--- src/rtl/mips_shift_pkg.sv ---
// rtl/mips_shift_pkg.sv - shared decode constants, types and helpers for the shift execute stage
//
// Contents:
//   FUNCT_*        MIPS R-type funct codes of the six shift instructions
//   shift_dir_e    shift direction (SHIFT_LEFT, SHIFT_RIGHT)
//   s1_payload_t   decoded instruction held in pipeline stage S1
//   bit_reverse()  mirror a 32-bit word (bit 0 <-> bit 31)
package mips_shift_pkg;

  localparam logic [5:0] FUNCT_SLL  = 6'h00;
  localparam logic [5:0] FUNCT_SRL  = 6'h02;
  localparam logic [5:0] FUNCT_SRA  = 6'h03;
  localparam logic [5:0] FUNCT_SLLV = 6'h04;
  localparam logic [5:0] FUNCT_SRLV = 6'h06;
  localparam logic [5:0] FUNCT_SRAV = 6'h07;

  typedef enum logic {
    SHIFT_LEFT  = 1'b0,
    SHIFT_RIGHT = 1'b1
  } shift_dir_e;

  typedef struct packed {
    shift_dir_e  dir;
    logic        arith;
    logic [4:0]  amt;
    logic [31:0] rt;
    logic [4:0]  rd;
    logic        illegal;
  } s1_payload_t;

  function automatic logic [31:0] bit_reverse(input logic [31:0] v);
    logic [31:0] r;
    for (int i = 0; i < 32; i++) begin
      r[i] = v[31-i];
    end
    return r;
  endfunction

endpackage

--- src/rtl/mips_shift_exec_stage_shift_core.sv ---
// rtl/mips_shift_exec_stage_shift_core.sv - combinational 32-bit shifter (module shift_core)
//
// Ports:
//   data   [31:0] in   value to shift
//   amt    [4:0]  in   shift amount, 0..31
//   dir           in   SHIFT_LEFT / SHIFT_RIGHT
//   arith         in   sign-fill on right shifts
//   result [31:0] out  shifted value
// Build option: SHIFT_ARITH_EN enables the sign-fill logic; without it every
// shift fills with zero and arith is ignored.
module shift_core
  import mips_shift_pkg::*;
(
  input  logic [31:0] data,
  input  logic [4:0]  amt,
  input  shift_dir_e  dir,
  input  logic        arith,
  output logic [31:0] result
);

  logic [31:0] src;
  logic [31:0] shr;
  logic [31:0] fill_mask;

`ifdef SHIFT_ARITH_EN
  always_comb begin
    // Ones over the vacated upper bits; only used for arithmetic right shifts.
    fill_mask = '0;
    if (arith && (dir == SHIFT_RIGHT) && data[31]) begin
      fill_mask = ~(32'hFFFF_FFFF >> amt);
    end
  end
`else
  logic unused_arith;
  assign unused_arith = arith;
  assign fill_mask    = '0;
`endif

  // A single right shifter serves both directions: a left shift is a right
  // shift of the mirrored word, mirrored back.
  always_comb begin
    src    = (dir == SHIFT_LEFT) ? bit_reverse(data) : data;
    shr    = src >> amt;
    result = (dir == SHIFT_LEFT) ? bit_reverse(shr) : (shr | fill_mask);
  end

endmodule

--- src/rtl/mips_shift_exec_stage.sv ---
// rtl/mips_shift_exec_stage.sv - two-stage execute front end for MIPS32 shift instructions
//
// Ports:
//   clk, rst_n                 clock, asynchronous active-low reset
//   in_valid / in_ready        upstream handshake
//   in_funct, in_shamt         instruction fields
//   in_rs, in_rt, in_rd        rs value (variable amount), rt value (data), destination
//   out_valid / out_ready      writeback handshake
//   out_result, out_rd         shifted value and destination
//   out_illegal                funct was not a supported shift (result forced to 0)
// Build option: SHIFT_ARITH_EN enables SRA/SRAV; otherwise they decode as illegal.
module mips_shift_exec_stage
  import mips_shift_pkg::*;
(
  input  logic        clk,
  input  logic        rst_n,
  input  logic        in_valid,
  output logic        in_ready,
  input  logic [5:0]  in_funct,
  input  logic [4:0]  in_shamt,
  input  logic [31:0] in_rs,
  input  logic [31:0] in_rt,
  input  logic [4:0]  in_rd,
  output logic        out_valid,
  input  logic        out_ready,
  output logic [31:0] out_result,
  output logic [4:0]  out_rd,
  output logic        out_illegal
);

  s1_payload_t dec;
  s1_payload_t s1_d, s1_q;
  logic        s1_valid_d, s1_valid_q;
  logic        s2_valid_d, s2_valid_q;
  logic [31:0] s2_result_d, s2_result_q;
  logic [4:0]  s2_rd_d, s2_rd_q;
  logic        s2_illegal_d, s2_illegal_q;
  logic [31:0] core_result;
  logic        s2_adv, s1_adv;

  // Only rs[4:0] matters as a shift amount.
  logic [26:0] unused_rs;
  assign unused_rs = in_rs[31:5];

  always_comb begin
    dec         = '0;
    dec.rt      = in_rt;
    dec.rd      = in_rd;
    dec.dir     = SHIFT_LEFT;
    dec.arith   = 1'b0;
    dec.amt     = 5'd0;
    dec.illegal = 1'b0;
    case (in_funct)
      FUNCT_SLL:  begin dec.dir = SHIFT_LEFT;  dec.amt = in_shamt;   end
      FUNCT_SRL:  begin dec.dir = SHIFT_RIGHT; dec.amt = in_shamt;   end
      FUNCT_SLLV: begin dec.dir = SHIFT_LEFT;  dec.amt = in_rs[4:0]; end
      FUNCT_SRLV: begin dec.dir = SHIFT_RIGHT; dec.amt = in_rs[4:0]; end
`ifdef SHIFT_ARITH_EN
      FUNCT_SRA:  begin dec.dir = SHIFT_RIGHT; dec.arith = 1'b1; dec.amt = in_shamt;   end
      FUNCT_SRAV: begin dec.dir = SHIFT_RIGHT; dec.arith = 1'b1; dec.amt = in_rs[4:0]; end
`endif
      default:    dec.illegal = 1'b1;
    endcase
  end

  assign s2_adv   = !s2_valid_q || out_ready;
  assign s1_adv   = s1_valid_q && s2_adv;
  assign in_ready = !s1_valid_q || s2_adv;

  shift_core u_core (
    .data   (s1_q.rt),
    .amt    (s1_q.amt),
    .dir    (s1_q.dir),
    .arith  (s1_q.arith),
    .result (core_result)
  );

  always_comb begin
    s1_valid_d   = s1_valid_q;
    s1_d         = s1_q;
    s2_valid_d   = s2_valid_q;
    s2_result_d  = s2_result_q;
    s2_rd_d      = s2_rd_q;
    s2_illegal_d = s2_illegal_q;

    if (in_ready) begin
      s1_valid_d = in_valid;
      if (in_valid) begin
        s1_d = dec;
      end
    end

    // S2 only moves when it is empty or being drained, which keeps the
    // outputs frozen while writeback stalls.
    if (s2_adv) begin
      s2_valid_d = s1_valid_q;
      if (s1_adv) begin
        s2_result_d  = s1_q.illegal ? 32'h0 : core_result;
        s2_rd_d      = s1_q.rd;
        s2_illegal_d = s1_q.illegal;
      end
    end
  end

  always_ff @(posedge clk or negedge rst_n) begin
    if (!rst_n) begin
      s1_valid_q   <= 1'b0;
      s1_q         <= '0;
      s2_valid_q   <= 1'b0;
      s2_result_q  <= '0;
      s2_rd_q      <= '0;
      s2_illegal_q <= 1'b0;
    end else begin
      s1_valid_q   <= s1_valid_d;
      s1_q         <= s1_d;
      s2_valid_q   <= s2_valid_d;
      s2_result_q  <= s2_result_d;
      s2_rd_q      <= s2_rd_d;
      s2_illegal_q <= s2_illegal_d;
    end
  end

  assign out_valid   = s2_valid_q;
  assign out_result  = s2_result_q;
  assign out_rd      = s2_rd_q;
  assign out_illegal = s2_illegal_q;

endmodule
--- config.mk ---
export PLATFORM = sky130hd
export DESIGN_NAME = mips_shift_exec_stage
export DESIGN_NICKNAME = d
export VERILOG_FILES = /design/src/rtl/mips_shift_pkg.sv /design/src/rtl/mips_shift_exec_stage_shift_core.sv /design/src/rtl/mips_shift_exec_stage.sv
export SDC_FILE = /design/constraint.sdc
export NUM_CORES = 1
export LEC_CHECK = 0
export BUFFER_PORTS_ARGS = -buffer_cell sky130_fd_sc_hd__buf_2
export CAP_MARGIN = 0
export CORE_MARGIN = 4
export CORE_UTILIZATION = 55
export CTS_CLUSTER_SIZE = 14
export DETAILED_ROUTE_END_ITERATION = 10
export PLACE_DENSITY_LB_ADDON = 0.08
export SYNTH_ARGS = -nofsm -noshare
export SYNTH_HDL_FRONTEND = slang
export SYNTH_SLANG_ARGS = --single-unit
--- constraint.sdc ---
create_clock -name clk -period 2.7 [get_ports clk]
set_input_delay 0.27 -clock clk [delete_from_list [all_inputs] [get_ports clk]]
set_output_delay 0.27 -clock clk [all_outputs]
set_load 0.1 [all_outputs]
==> impl_metrics.tcl, run 1 <==
set metrics [dict create \
    status "completed" \
    r2r_end "out_result[13]" \
    grt_pass1_wl_um 25370 \
    synthDistinctLibCells 63 \
    skew_ns 0.01492 \
    async_flop_share_pct 100.0 \
    r2r_cells 7 \
    hpwl_um 12410 \
    min_from "in_valid" \
    boundaryPins 124 \
    drtIter0Drc 314 \
    hold_path_end "s1_valid_q" \
    fin_crit_sh_pct 97.42 \
    dpl.cell_count 749 \
    ff_latch_area_um2 2107 \
    die_w_um 109.0 \
    holdWs_ns 0.1370 \
    slew_viol_final 0 \
    final-setup-viol-count 0 \
    clockPowerShare_pct 20.9 \
    r2r_start "s1_q[44]" \
    slowest_delay_ns 0.55 \
    fin_cells 765 \
    clock_latency_ns 0.36 \
    pwr-share-seq_pct 34.0 \
    cts_max_level 3 \
    grt_pass1_vias 4743 \
    hold_class "in2reg" \
    netlist_area_um2 5608 \
    hold_depth 2 \
    drive_above_1_share_pct 39.24 \
    die-area_um2 11880 \
    fill_cells 812 \
    worst-setup-path-type "reg2reg" \
    combPwrFrac_pct 45.1 \
    wl_um 15960 \
    pre_cts_slack_ns 0.05065 \
    placementRows 36 \
    core_area_um2 9864 \
    grt_start_max_net_pins 47 \
    ir_worst_vdd_mv 0.5234 \
    syn_inst 522 \
    critPathLaunchType "flip-flop" \
    cp-end-kind "flip-flop" \
    grt_use_total_pct 27.98 \
    fp.dieH_um 109.0 \
    synth_ff_type "dfrtp_1" \
    vias 4842 \
    max_cap_violations 0 \
    root_buffer "clkbuf_8" \
    ys_seq_area_share_pct 37.48 \
    switching_share_pct 45.44 \
    reg2reg_slack_ns 0.07 \
    wl_per_cell_um 20.87 \
    antenna_left 0 \
    crit_slowest_cell "mux4_2" \
    fmax_ghz 0.3802 \
    numPortBuffers 96 \
    power_density_nw_per_um2 729.6 \
    path_cells "buf_4 > mux4_2 > mux2_4 > nor2b_4 > a221oi_2 > o21ai_1 > a221o_1" \
    cts_tree "yes" \
    drcViolationCount 0 \
    synth_edf_count 0 \
    numCtsBuffers 9 \
    multi_input_area_um2 3323 \
    clk_pin_slew_ns 0.09 \
    clk_path_buf_depth 2 \
    antenna_found_initial 0 \
    synth_warnings 0 \
    antenna-diode-count 0 \
    gp_congestion 0.9699 \
    cts.sinks 84 \
    p_leak_nw 2.893 \
    ys_seq_elements 84 \
    yosys.area.top_type "dfrtp_1" \
    syn_avg_cell_area_um2 10.74 \
    via_per_inst 6.329 \
    initial_core_util_pct 56.85 \
    fin_ws_ns 0.06966 \
    critPathRequiredTime_ns 2.95 \
    p_int_mw 2.633 \
    max_slew_margin_pct 34.12 \
    grt-ovfl-total 0 \
    synth_top_area_share_pct 37.48 \
    finalCriticalPeriod_ns 2.630 \
    synth.top_cells.by_area "dfrtp_1 37%, mux2_2 11%, mux4_2 8.8%" \
    areaGrowthSynthToFinish_pct 17.94 \
    switchingPower_mw 2.193 \
    hold_viol_final 0 \
    fin_nets 712 \
    worst_slew_pin_slew_ns 0.9847 \
    crit_arrival_ns 2.88 \
    syn-num-nets 606 \
    drtPass1Iterations 5 \
    critPathMaxFanout 14 \
]
[through the flow]
stage	cell area, µm²	power, mW	util, %	TNS (ns)
3_3_place_gp	6360	3.766	64.47	0
4_1_cts	6593	4.829	66.83	0
6_report	6614	4.825	67.05	0
3_5_place_dp	6360	3.808	64.47	0
5_1_grt	6614	5.046	67.05	-0.003079
2_1_floorplan	5614	3.265	-	0
[layout make-up]
cell class              count  area share, %
repair buffers            135          11.96
inverters                   1        0.05675
flip-flops and latches     84          31.86
clock inverters             5          1.286
clock buffers              10          2.081
multi-input cells         397          50.25
well taps                 133          2.516
[state kept, by name (all words and copies together) (netlist names)]
register	cells
out_illegal	1
out_rd	5
out_result	32
out_valid	1
s1_q	44
s1_valid_q	1
[per-layer routing]
metal  GRT usage, %  part of all wire (%)  vias up
met5              0                     0        -
met4          9.829                   2.3        0
met3          5.980                   6.8       27
met2          45.39                    49      199
met1          37.19                    42     2395
li1               -                     -     2221
[worst max-delay path, delay by kind of cell, from the launching register on]
family / cells / cell delay (ns)
DFF: 1 / 0.52
and+or+nand+nor: 1 / 0.14
buffers and inverters: 1 / 0.31
muxes: 2 / 0.87
AOI/OAI and AO/OA: 3 / 0.69
[Yosys cell counts, drive strengths merged (2+ instances only)]
cell type,n
nor2b,8
or2,5
nor2,33
o221ai,13
mux4,26
a211o,2
nand2b,11
a221oi,5
o21a,3
buf,18
a22oi,13
nand3,8
dfrtp,84
o22ai,4
a32oi,2
a221o,8
mux2,57
and2,5
nor4,2
nand2,63
o21ai,22
a211oi,5
clkbuf,22
mux2i,44
a21o,4
o31ai,5
and3,2
a222oi,3
o211ai,8
a21oi,10
nor3,7
[logic make-up (layout without fill, tap and decap cells)]
kind of cell	after synthesis	count (layout)	synth area share (%)
and+or+nand+nor	152	152	12.67
buffers and inverters	41	151	3.681
DFF	84	84	37.48
muxes	127	127	30.43
xor gates and xnor gates	1	1	0.1562
AOI/OAI and AO/OA	117	117	15.57
[how the worst max path moves through the flow]
stage,from,end,slack (ns),depth (start not counted)
after floorplan,out_valid,s1_q[10],0.01,4
after global placement,s1_q[44],out_result[18],0.13,7
after detailed placement,s1_q[44],out_result[22],0.05,6
after CTS,s1_q[44],out_result[22],0.05,6
after global routing,s1_q[38],out_result[3],-0.003,7
final,s1_q[44],out_result[13],0.07,7
[repair_timing]
item,4_1_cts,5_1_grt
setup buffers,0,0
endpoints found under the setup margin,0,7
hold buffers,1,0
endpoints found under the hold margin,43,0
gates resized for setup,0,6
[placed cells by master (no fill, tap or decap), types with 5 or more instances in the layout]
| master | instances |
|---|---|
| buf_2 | 95 |
| dfrtp_1 | 82 |
| nand2_1 | 62 |
| mux2_2 | 55 |
| mux2i_1 | 38 |
| buf_4 | 38 |
| nor2_1 | 33 |
| mux4_2 | 22 |
| o21ai_0 | 17 |
| a22oi_1 | 13 |
| o221ai_1 | 13 |
| nand2b_1 | 11 |
| a21oi_1 | 10 |
| clkbuf_8 | 10 |
| nand3_1 | 8 |
| a221o_1 | 8 |
| o211ai_1 | 8 |
| nor2b_1 | 7 |
| nor3_1 | 7 |
| mux2i_2 | 5 |
| a211oi_1 | 5 |
| or2_2 | 5 |
| o31ai_1 | 5 |
[power by group through the flow]
stage	combinational, mW	clock [mW]	sequential [mW]
after floorplan	0.784	0	2.48
after global placement	2.13	0	1.64
after detailed placement	2.15	0	1.66
after CTS	2.16	1.04	1.64
after global routing	2.29	1.09	1.67
final	2.18	1.01	1.64
No activity file was read; power rests on OpenSTA's default activity.
==> run 2, diff against run 1 <==
Settings changed: BUFFER_PORTS_ARGS -buffer_cell sky130_fd_sc_hd__buf_2 to -buffer_cell sky130_fd_sc_hd__clkbuf_2.
==> run 2 against run 1 <==
Clock-buffer cell count stayed put. Fmax is 3.1% higher. Die area stayed put. Via count fell by 1.6%. Design area is 0.23% higher. Combinational power about the same. Final cell count increased by 0.13%. Global-route usage is essentially flat. Clock skew rose by 0.00097 ns. Worst setup slack improved by 0.078 ns. Power rose by 0.55%. First-iteration DRC count fell by 6.1%. Critical path type unchanged.
==> impl_metrics.tcl, run 2 (synthesis results as in run 1) <==
set metrics [dict create \
    grt_use_total_pct 27.97 \
    fp.dieH_um 109.0 \
    max_flop_register "s1_q" \
    numCtsBuffers 9 \
    utilization_pct 67.20 \
    wl_per_cell_um 20.55 \
    antenna-diode-count 0 \
    die-area_um2 11880 \
    clock_latency_ns 0.38 \
    slowest_delay_ns 0.60 \
    gp_congestion 0.9545 \
    hold_viol_final 0 \
    die_w_um 109.0 \
    critPathLaunchType "flip-flop" \
    skew_ns 0.01590 \
    drtIter0Drc 295 \
    grt_pass1_wl_um 25250 \
    worst-setup-path-type "reg2reg" \
    fin_tns_setup_ns 0 \
    cts_tree "yes" \
    critPathMostFrequentCell "o21ai_0" \
    slew_viol_final 0 \
    rsz0062_at_grt "no" \
    vias 4766 \
    grt_start_max_net_pins 49 \
    fmax_ghz 0.3918 \
    ir_worst_vdd_mv 0.6441 \
    crit_arrival_ns 2.79 \
    critPathMaxFanout 11 \
    wl_um 15740 \
    fill_cells 781 \
    clk_path_buf_depth 2 \
    largest_register_ff_count 44 \
    layout_commonest_cell "clkbuf_2" \
    drtPass1Iterations 6 \
    status "completed" \
    dpl.cell_count 749 \
    antenna_found_initial 0 \
    grt-ovfl-total 0 \
    holdWs_ns 0.1106 \
    fin_crit_sh_pct 94.53 \
    worst_slew_pin_slew_ns 1.012 \
    final-setup-viol-count 0 \
    root_buffer "clkbuf_8" \
    crit_slowest_cell "a221oi_1" \
    via_per_inst 6.222 \
    hpwl_um 12100 \
    cts_max_level 3 \
    cts.sinks 84 \
    initial_core_util_pct 56.85 \
    power_density_nw_per_um2 731.9 \
    max_slew_margin_pct 32.31 \
    clk_pin_slew_ns 0.10 \
    boundaryPins 124 \
    max_cap_violations 0 \
    fin_cells 766 \
    drive_above_1_share_pct 38.70 \
    antenna_left 0 \
    most-common-layout-cells "95 x clkbuf_2, 82 x dfrtp_1, 62 x nand2_1, 55 x mux2_2, 39 x mux2i_1" \
    hold_class "in2reg" \
    drcViolationCount 0 \
    critPathRequiredTime_ns 2.94 \
    cp-end-kind "flip-flop" \
    fin_nets 712 \
    areaGrowthSynthToFinish_pct 18.21 \
    numPortBuffers 96 \
    fin_ws_ns 0.1476 \
    pre_cts_slack_ns 0.1283 \
    finalCriticalPeriod_ns 2.552 \
    path_cells "buf_4 > xor2_1 > mux2i_1 > a221o_1 > o21ai_0 > a221oi_1 > o21ai_0" \
    grt_pass1_vias 4729 \
    placementRows 36 \
    core_area_um2 9864 \
    p_leak_nw 2.889 \
]
-- run 2: final timing paths --
check / to / slack [ns] / start / cells after the start
hold / removal: s1_q[44] / 0.11 / in_funct[1] / 3
max in group asynchronous: s1_q[37] / 1.68 / rst_n / 3
setup reg to reg: out_result[16] / 0.15 / s1_q[38] / 7
min in group asynchronous: s1_valid_q / 0.38 / rst_n / 2
hold reg to reg: out_rd[1] / 0.47 / s1_q[2] / 2
setup / recovery: out_result[16] / 0.15 / s1_q[38] / 7
-- run 2: cell type report --
cell class                 instances  area, µm²  area share (%)
sequential                        84       2107           31.79
inverter                           1      3.754         0.05663
clock inverter                     6      95.09           1.435
timing repair buffer             135      819.5           12.36
multi-input combinational        397       3309           49.92
tap                              133      166.4           2.510
clock buffer                      10      127.6           1.925
-- run 2: worst max-delay path: cells and delay by family (launching register included) --
| kind | cells | cell delay, ns |
|---|---|---|
| xor gates and xnor gates | 1 | 0.19 |
| AOI/OAI and AO/OA | 4 | 1.16 |
| DFF | 1 | 0.48 |
| buffers and inverters | 1 | 0.25 |
| muxes | 1 | 0.33 |
-- run 2: stage by stage --
step | power (mW) | instance area (µm²)
after global routing | 5.052 | 6629
final | 4.852 | 6629
after floorplan | 3.265 | 5614
after global placement | 3.781 | 6385
after detailed placement | 3.816 | 6385
after CTS | 4.843 | 6618
-- run 2: repair_timing --
| action | CTS | global route |
|---|---|---|
| setup buffers | 0 | 0 |
| hold buffers | 1 | 0 |
| endpoints found under the hold margin | 37 | 0 |
| endpoints found under the setup margin | 0 | 2 |
| gates resized for setup | 0 | 3 |
-- run 2: where the power goes --
group / total (mW) / internal (mW) / switching (mW)
combinational: 2.18 / 0.630 / 1.55
clock: 1.04 / 0.531 / 0.504
sequential: 1.63 / 1.46 / 0.170
-- run 2: routing by layer --
layer	part of all wire [%]	up-vias	track usage [%]
li1	-	2205	-
met1	42	2300	37.46
met2	47	218	44.91
met3	7.0	43	4.263
met4	3.6	0	12.80
met5	0	-	0
